`src/rtl/scroll_monitor_pkg.sv`:
```
// Shared definitions for the scroll bus monitor: tracking states, position
// range and the pattern a freshly reset generator drives.
package scroll_monitor_pkg;

  localparam int POS_W = 3;

  localparam logic [POS_W-1:0] P_MIN = 3'd0;
  localparam logic [POS_W-1:0] P_MAX = 3'd6;

  localparam logic [7:0] RESET_PATTERN = 8'b1100_0000;

  typedef enum logic [1:0] {
    ST_UNLOCKED = 2'd0,
    ST_RIGHT    = 2'd1,
    ST_LEFT     = 2'd2
  } state_t;

endpackage

```
`src/rtl/scroll_decode.sv`:
```
// Combinational decode of an LED pattern into the lower lit bit of a
// two-wide block; anything other than exactly two adjacent set bits is illegal.
module scroll_decode
  import scroll_monitor_pkg::*;
(
  input  logic [7:0]       pattern_in,
  output logic [POS_W-1:0] p,
  output logic             legal
);

  logic [7:0] block;

  always_comb begin
    p     = P_MIN;
    legal = 1'b0;
    block = 8'b0000_0011;
    for (int i = 0; i <= int'(P_MAX); i++) begin
      if (pattern_in == block) begin
        p     = POS_W'(i);
        legal = 1'b1;
      end
      block = block << 1;
    end
  end

endmodule

```
`src/rtl/scroll_monitor.sv`:
```
// Reader end of the bouncing two-LED scroll bus: tracks the block, flags bad
// shapes and illegal steps, and counts bottom turnarounds.
//
//   state       | meaning
//   ST_UNLOCKED | hunting for two adjacent positions to pick a direction
//   ST_RIGHT    | locked, block moving toward the LSB (p decreasing)
//   ST_LEFT     | locked, block moving toward the MSB (p increasing)
module scroll_monitor
  import scroll_monitor_pkg::*;
#(
  parameter int TOP_DWELL = 1,
  parameter int BOT_DWELL = 0,
  parameter int SWEEP_W   = 8
) (
  input  logic               clk,
  input  logic               reset,
  input  logic               sample_en,
  input  logic [7:0]         pattern_in,
  output logic [POS_W-1:0]   pos,
  output logic               dir,
  output logic               locked,
  output logic               err_shape,
  output logic               err_step,
  output logic               err_sticky,
  output logic [SWEEP_W-1:0] sweep_cnt
);

  localparam logic [1:0]         TOP_D     = 2'(TOP_DWELL);
  localparam logic [1:0]         BOT_D     = 2'(BOT_DWELL);
  localparam logic [SWEEP_W-1:0] SWEEP_MAX = '1;

  logic [POS_W-1:0] dec_p;
  logic             dec_legal;

  scroll_decode u_decode (
    .pattern_in (pattern_in),
    .p          (dec_p),
    .legal      (dec_legal)
  );

  state_t           state;
  logic [POS_W-1:0] anchor;
  logic             anchor_vld;
  logic [1:0]       dwell_cnt;

  logic step_ok;
  logic dwell_hit;
  logic turn;

  // Classify a legal sample against the current locked position.
  always_comb begin
    step_ok   = 1'b1;
    dwell_hit = 1'b0;
    turn      = 1'b0;
    case (state)
      ST_RIGHT: begin
        if (pos != P_MIN) begin
          step_ok = (dec_p == pos - 3'd1);
        end else if (dec_p == P_MIN && dwell_cnt != BOT_D) begin
          dwell_hit = 1'b1;
        end else if (dec_p == P_MIN + 3'd1 && dwell_cnt == BOT_D) begin
          turn = 1'b1;
        end else begin
          step_ok = 1'b0;
        end
      end
      ST_LEFT: begin
        if (pos != P_MAX) begin
          step_ok = (dec_p == pos + 3'd1);
        end else if (dec_p == P_MAX && dwell_cnt != TOP_D) begin
          dwell_hit = 1'b1;
        end else if (dec_p == P_MAX - 3'd1 && dwell_cnt == TOP_D) begin
          turn = 1'b1;
        end else begin
          step_ok = 1'b0;
        end
      end
      default: step_ok = 1'b1;
    endcase
  end

  always_ff @(posedge clk) begin
    if (reset) begin
      state      <= ST_UNLOCKED;
      anchor     <= P_MIN;
      anchor_vld <= 1'b0;
      dwell_cnt  <= 2'd0;
      pos        <= P_MIN;
      dir        <= 1'b0;
      locked     <= 1'b0;
      err_shape  <= 1'b0;
      err_step   <= 1'b0;
      err_sticky <= 1'b0;
      sweep_cnt  <= '0;
    end else begin
      err_shape <= 1'b0;
      err_step  <= 1'b0;
      if (sample_en) begin
        if (!dec_legal) begin
          // Position is held so the last good location stays visible.
          err_shape  <= 1'b1;
          err_sticky <= 1'b1;
          state      <= ST_UNLOCKED;
          locked     <= 1'b0;
          anchor_vld <= 1'b0;
          dwell_cnt  <= 2'd0;
        end else if (state == ST_UNLOCKED) begin
          pos        <= dec_p;
          dwell_cnt  <= 2'd0;
          anchor     <= dec_p;
          anchor_vld <= 1'b1;
          if (anchor_vld && anchor != P_MIN && dec_p == anchor - 3'd1) begin
            state  <= ST_RIGHT;
            dir    <= 1'b0;
            locked <= 1'b1;
          end else if (anchor_vld && anchor != P_MAX && dec_p == anchor + 3'd1) begin
            state  <= ST_LEFT;
            dir    <= 1'b1;
            locked <= 1'b1;
          end
        end else if (!step_ok) begin
          err_step   <= 1'b1;
          err_sticky <= 1'b1;
          state      <= ST_UNLOCKED;
          locked     <= 1'b0;
          anchor     <= dec_p;
          anchor_vld <= 1'b1;
          pos        <= dec_p;
          dwell_cnt  <= 2'd0;
        end else if (dwell_hit) begin
          dwell_cnt <= dwell_cnt + 2'd1;
        end else begin
          pos       <= dec_p;
          dwell_cnt <= 2'd0;
          if (turn) begin
            state <= (state == ST_RIGHT) ? ST_LEFT : ST_RIGHT;
            dir   <= (state == ST_RIGHT);
            if (state == ST_RIGHT && sweep_cnt != SWEEP_MAX) begin
              sweep_cnt <= sweep_cnt + 1'b1;
            end
          end
        end
      end
    end
  end

endmodule

```
`config.mk`:
```
export PLATFORM = sky130hd
export DESIGN_NAME = scroll_monitor
export DESIGN_NICKNAME = d
export VERILOG_FILES = /design/src/rtl/scroll_monitor_pkg.sv /design/src/rtl/scroll_decode.sv /design/src/rtl/scroll_monitor.sv
export SDC_FILE = /design/constraint.sdc
export NUM_CORES = 1
export LEC_CHECK = 0
export CAP_MARGIN = 20
export CORE_MARGIN = 1.5
export CORE_UTILIZATION = 56
export DETAILED_ROUTE_END_ITERATION = 8
export PLACE_DENSITY_LB_ADDON = 0.08
export SYNTH_ARGS = -nofsm -noshare
export SYNTH_HDL_FRONTEND = slang
export SYNTH_SLANG_ARGS = --single-unit
```
`constraint.sdc`:
```
create_clock -name clk -period 3.2 [get_ports clk]
set_input_delay 0.48 -clock clk [delete_from_list [all_inputs] [get_ports clk]]
set_output_delay 0.48 -clock clk [all_outputs]
set_load 0.03 [all_outputs]
```
# After elaboration in Yosys (flattened, before gate mapping)
# Index checks and enable logic that the tools add are counted.
# Widths: inputs -> output; s select.
word_totals:
  regBits: 24
  inputBits: 11
  out_inout_bits: 16
  wordCells: 143
classes:
  addsub: 6
  n_eq_ne: 31
  muxes: 64
  bitwise: 4
  reduce_logical: 27
ops:
  columns: ["cell", "n"]
  rows:
  - ["$mux 1", 39]
  - ["$mux 2", 14]
  - ["$mux 3", 8]
  - ["$eq 3x3->1", 4]
  - ["$reduce_and 3->1", 4]
  - ["$logic_and 1x1->1", 9]
  - ["$add 8x1->8 const B", 1]
  - ["$eq 8x2->1 const B", 1]
  - ["$eq 8x3->1 const B", 1]
  - ["$eq 8x4->1 const B", 1]
  - ["$eq 8x5->1 const B", 1]
  - ["$eq 8x6->1 const B", 1]
  - ["$eq 8x7->1 const B", 1]
  - ["$eq 8x8->1 const B", 1]
  - ["$ne 4x2->1 const B", 2]
  - ["$ne 8x8->1 const B", 1]
  - ["$reduce_and 7->1", 1]
  - ["$add 3x1->3 const B", 2]
  - ["$eq 3x3->1 const B", 2]
  - ["$ne 2x1->1 const B", 3]
  - ["$ne 3x2->1 const B", 2]
  - ["$ne 3x3->1 const B", 2]
  - ["$pmux 1 s2", 3]
  - ["$reduce_and 6->1", 1]
  - ["other kinds (17)", 27]

# Logic depth before layout (Yosys ltp)
logic_depth:
  ltp_word: 18
  depth_mapped: 11
  ltp_nobuf: 10

# Hierarchy
# Synthesis repeated with hierarchy kept, for this count alone.
hier_totals:
  hier_cells: 202
  area_unflattened_um2: 1727.9
by_module_without_submodules:
  columns: ["mod", "n_inst", "cells_per_inst", "area_per_inst_um2", "seq_area_each_um2"]
  rows:
  - ["scroll_monitor", 1, 179, 1580.3, 480.5]
  - ["scroll_decode", 1, 23, 147.6, 0.0]

# Worst setup path after synthesis
# No wires, ideal clock.
synth_path:
  path_kind: "input to register"
  from: "input pattern_in[2]"
  to: "register sweep_cnt[4]"
  setup_ns: 0.128
  t_arrival_ns: 2.429
  t_required_ns: 3.072
  setup_slack_ns: 0.643
  path_stages: 9
  path_buffers: 2
  cell_sequence: "buf_6 or4_4 buf_6 nor4_4 o21ai_2 nor4_4 nand4_1 xor2_1 nor2_1"
synth_between:
  elab_chain_len: 14
  elab_cells_between_ends: 49
  cone_classes: "eq/ne (12); mux (30); bitwise (1); reduce/logical (6)"
synth_rtl:
  columns: ["item", "line_no", "text"]
  rows:
  - ["start, declared", "scroll_monitor.sv:18", "input logic [7:0] pattern_in,"]
  - ["$eq 8x3->1", "scroll_decode.sv:18", "if (pattern_in == block) begin"]
  - ["$mux 1", "scroll_decode.sv:18", null]
  - ["$mux 2 (2 in a row)", "scroll_decode.sv:18", null]
  - ["$mux 3 (3 in a row)", "scroll_decode.sv:18", null]
  - ["$eq 3x3->1, or another cell as far along", "scroll_monitor.sv:72", "end else if (dec_p == P_MAX - 3'd1 && dwell_cnt == TOP_D) begin"]
  - ["$logic_and 1x1->1, on equally long branches", null, null]
  - ["$mux 1, on equally long branches (2 in a row)", null, null]
  - ["$mux 1, or another cell as far along", "scroll_monitor.sv:68", "if (pos != P_MAX) begin"]
  - ["$pmux 1 s2 or $not 1->1 (tied branches)", null, null]
  - ["$reduce_and 7->1 (no source line) *", null, null]
  - ["end signal, assigned", "scroll_monitor.sv:139", "sweep_cnt <= sweep_cnt + 1'b1;"]
  - ["end, declared", "scroll_monitor.sv:25", "output logic [SWEEP_W-1:0] sweep_cnt"]
# Mark *: on every way between the ends. The rest lies on a longest branch, timed or not.
# A chain may end at the register's enable or synchronous reset.

# Worst setup path after layout
layout_path:
  from: "input pattern_in[4]"
  to: "register pos[1]"
layout_between:
  elab_chain_len: 15
  elab_cells_between_ends: 47
  cone_classes: "eq/ne (13); mux (28); reduce/logical (6)"
layout_rtl:
  columns: ["item", "line_no", "text"]
  rows:
  - ["$eq 8x3->1", "scroll_decode.sv:18", null]
  - ["$mux 1", "scroll_decode.sv:18", null]
  - ["$mux 2 (2 in a row)", "scroll_decode.sv:18", null]
  - ["$mux 3 (3 in a row)", "scroll_decode.sv:18", null]
  - ["$eq 3x3->1 or $eq 3x1->1 (tied branches)", "scroll_monitor.sv:72, scroll_monitor.sv:61", null]
  - ["$logic_and 1x1->1, on equally long branches", "scroll_monitor.sv:72, scroll_monitor.sv:61", null]
  - ["$mux 1, on equally long branches", "scroll_monitor.sv:72, scroll_monitor.sv:61", null]
  - ["$mux 1, on equally long branches", "scroll_monitor.sv:70, scroll_monitor.sv:59", null]
  - ["$mux 1, on equally long branches", "scroll_monitor.sv:68, scroll_monitor.sv:57", null]
  - ["$pmux 1 s2", "scroll_monitor.sv:55", "case (state)"]
  - ["$ne 3x2->1 (no source line) or $mux 3 (tied branches)", null, null]
  - ["$reduce_and 3->1 (no source line) or $mux 3 (tied branches)", null, null]
  - ["end signal, assigned", "scroll_monitor.sv:108", "pos <= dec_p;"]
  - ["end signal, assigned", "scroll_monitor.sv:128", "pos <= dec_p;"]
  - ["end signal, assigned", "scroll_monitor.sv:133", "pos <= dec_p;"]
  - ["end, declared", "scroll_monitor.sv:19", "output logic [POS_W-1:0] pos,"]
# Several ways; a longest one is shown, not always the timed one. The select of a mux whose other input is x is not followed.

==> impl_metrics.ini <==
[run_status]
outcome = complete, no violations

[placed_design]
io_buffers = 26
pre_cts_slack_ps = -6.816
hpwlAfterDp_microns = 3999
placed_cells = 337
gp_congestion = 0.9364

[power]
power.density_mw_per_mm2 = 239.5
static-leakage-power_uw = 0.0009290
vdd_ir_drop_max_mv = 0.2819

[floorplan]
core_sq_mm = 0.003633
die_w_microns = 64.20
start_util_pct = 57.71
io_pins = 27
die_h_microns = 64.20
row_count = 22
die_area_sq_mm = 0.004121

[sta]
relSlewSlack_pct = 50.27
worstMarginPinSlew_ps = 736.5
setup_violations = 0
fin_setup_tns_ps = 0
slew_viol_final = 0
fin_crit_ps = 2994
fin_ws_ps = 206.4
post-route-period-util_pct = 93.55
finalHoldViolations = 0
rsz0062_at_grt = no
skew_ps = 3.103
max_freq_mhz = 334.1

[cts]
cts_resized = 0
cts_root_buf = clkbuf_8
cts-buffers-inserted = 3
cts_sinks = 24
path_clk_slew_ps = 80
clockBufferDepth = 2
worstSkewPairLatency_ps = 260
cts_setup_buffers = 0
cts_tree = yes
cts.htree.levels = 1
cts_hold_buffers = 0

[global_route]
grt_first_pass_wirelength_microns = 8721
overflow = 0
grt_max_degree = 28
grt_pass1_vias = 1963
antenna_found_initial = 0
grtUsageTotal_pct = 26.56

[detailed_routing]
wl_microns = 5211
vias = 2065
routed_via_density = 6.056
drc = 0
firstDrtPassIters = 4
postRouteAntennaNets = 0
detail_route.iter0.violations = 122
wl_per_cell_microns = 15.28

[critical_path]
r2r_cells = 10
worst_setup_path_end_kind = register
crit_arrival_ps = 3150
crit_type = in2reg
r2r_end = err_sticky
reg2reg_from = pos[0]
cp.required_ps = 3350
cp-start-kind = input port
r2r_setup_slack_ps = 690
path_max_fanout = 8

[cells_and_area]
mostFrequentLayoutCells = 31 x nor2_1, 26 x clkdlybuf4s50_1, 24 x dfxtp_1
instances_no_fill = 341
antennaDiodeCount = 0
nets = 319
layout-drive-gt1-share_pct = 13.31
area_growth_pct = 20.70
final_common_cell = nor2_1
final_core_util_pct = 69.66

[min_path]
hold_path.class = reg2reg
worstHoldStart = err_sticky
worstHoldEndpoint = err_sticky
min_path_cells = 1

[logic_synthesis]
synthDistinctLibCells = 62
synthFlopType = dfxtp_1
ys_seq_elements = 24
ys_async_sr_fraction_pct = 0
syn_area_sq_mm = 0.002097
yosysSeqAreaShare_pct = 22.91
postSynthCellCount = 258
synth_edf_count = 0
yosys_warnings = 0
synthesis.nets = 283
syn_avg_cell_area_sq_um = 8.128

[flow_run]
maxCapViolCount = 0
==> metal layers <==
| metal | global-route usage, % | up-vias | share of wire [%] |
|---|---|---|---|
| met1 | 32.64 | 971 | 45 |
| met3 | 2.817 | 14 | 2.9 |
| met4 | 11.97 | 0 | 2.7 |
| li1 | - | 1028 | - |
| met5 | 0 | - | 0 |
| met2 | 46.48 | 52 | 49 |
==> worst max path at each step <==
stage,start,to,cells past startpoint
floorplan,pattern_in[2],sweep_cnt[4],9
detailed placement,pattern_in[2],anchor[0],9
global route,pattern_in[5],err_sticky,9
finish,pattern_in[4],pos[1],8
global placement,pattern_in[2],anchor[0],9
CTS,pattern_in[4],pos[1],8
==> final cells by class <==
cell class | count | area (sq um)
inverter | 12 | 45.04
timing repair buffer | 46 | 410.4
clock buffer | 4 | 55.05
fill | 315 | 1102
tap | 48 | 60.06
sequential | 24 | 480.5
multi-input combinational | 207 | 1480
==> synth_stat cells, types with 2 or more instances <==
| cell | instances | area (sq um) |
|---|---|---|
| nor2b_1 | 4 | 25.02 |
| o21ai_0 | 5 | 25.02 |
| nor2_1 | 31 | 116.4 |
| a31oi_1 | 2 | 12.51 |
| clkbuf_1 | 7 | 26.28 |
| and2_1 | 2 | 12.51 |
| nand2b_1 | 4 | 25.02 |
| o21a_1 | 3 | 22.52 |
| and3b_1 | 2 | 17.52 |
| a211oi_1 | 6 | 45.04 |
| nand4b_1 | 3 | 26.28 |
| buf_4 | 3 | 22.52 |
| nand2_1 | 13 | 48.80 |
| nor3b_1 | 3 | 22.52 |
| xnor2_1 | 5 | 43.79 |
| nor4_1 | 2 | 12.51 |
| and3_1 | 6 | 37.54 |
| ha_1 | 14 | 175.2 |
| nor3_1 | 8 | 40.04 |
| or3_1 | 4 | 25.02 |
| inv_1 | 12 | 45.04 |
| a311oi_1 | 2 | 17.52 |
| mux2i_1 | 4 | 40.04 |
| nor4_4 | 2 | 42.54 |
| xor2_1 | 8 | 70.07 |
| a21o_1 | 2 | 15.01 |
| a41oi_1 | 3 | 26.28 |
| nand4_1 | 9 | 56.30 |
| o21ai_1 | 2 | 10.01 |
| nor4b_1 | 5 | 43.79 |
| a21oi_1 | 10 | 50.05 |
| nor4_2 | 2 | 25.02 |
| a211oi_2 | 2 | 25.02 |
| o211ai_1 | 4 | 30.03 |
| buf_6 | 3 | 33.78 |
| dfxtp_1 | 24 | 480.5 |
| nand3_1 | 12 | 60.06 |
==> where the power goes <==
part	internal, uW	total (uW)	switching (uW)
registers	302	304	2.06
logic	43.2	98.3	55.2
clock network	110	204	94.5
==> registers in the layout, summed over array words and instances (netlist names) <==
signal      cells
err_step        1
locked          1
err_sticky      1
dir             1
anchor          3
err_shape       1
pos             3
sweep_cnt       8
dwell_cnt       2
state           2
anchor_vld      1
==> per-stage QoR <==
step	power, uW	hold slack (ps)	cell area, sq um
after CTS	610.4	497.7	2531
after global placement	406.7	477.1	2476
final	606.2	491.7	2531
after detailed placement	407.4	477.6	2476
after floorplan	369.4	470.9	2097
after global routing	629.3	526.1	2531
==> cells by family after synthesis <==
kind of cell,after synthesis,synth area share [%]
fa+ha+maj,14,8.353
compound gates,55,20.35
mux,4,1.909
buf+inv,27,6.503
flops,24,22.91
xor+xnor,13,5.430
simple gates,121,34.55
==> critical path, stage by stage <==
cell and delay, ps:
clkdlybuf4s50_1 630, xor2_1 150, and3_1 250, or4_1 490, nor3_1 300, o21ai_0 230
and2_1 270, a211oi_1 360
Note: power is estimated with default switching activity, not from simulation.
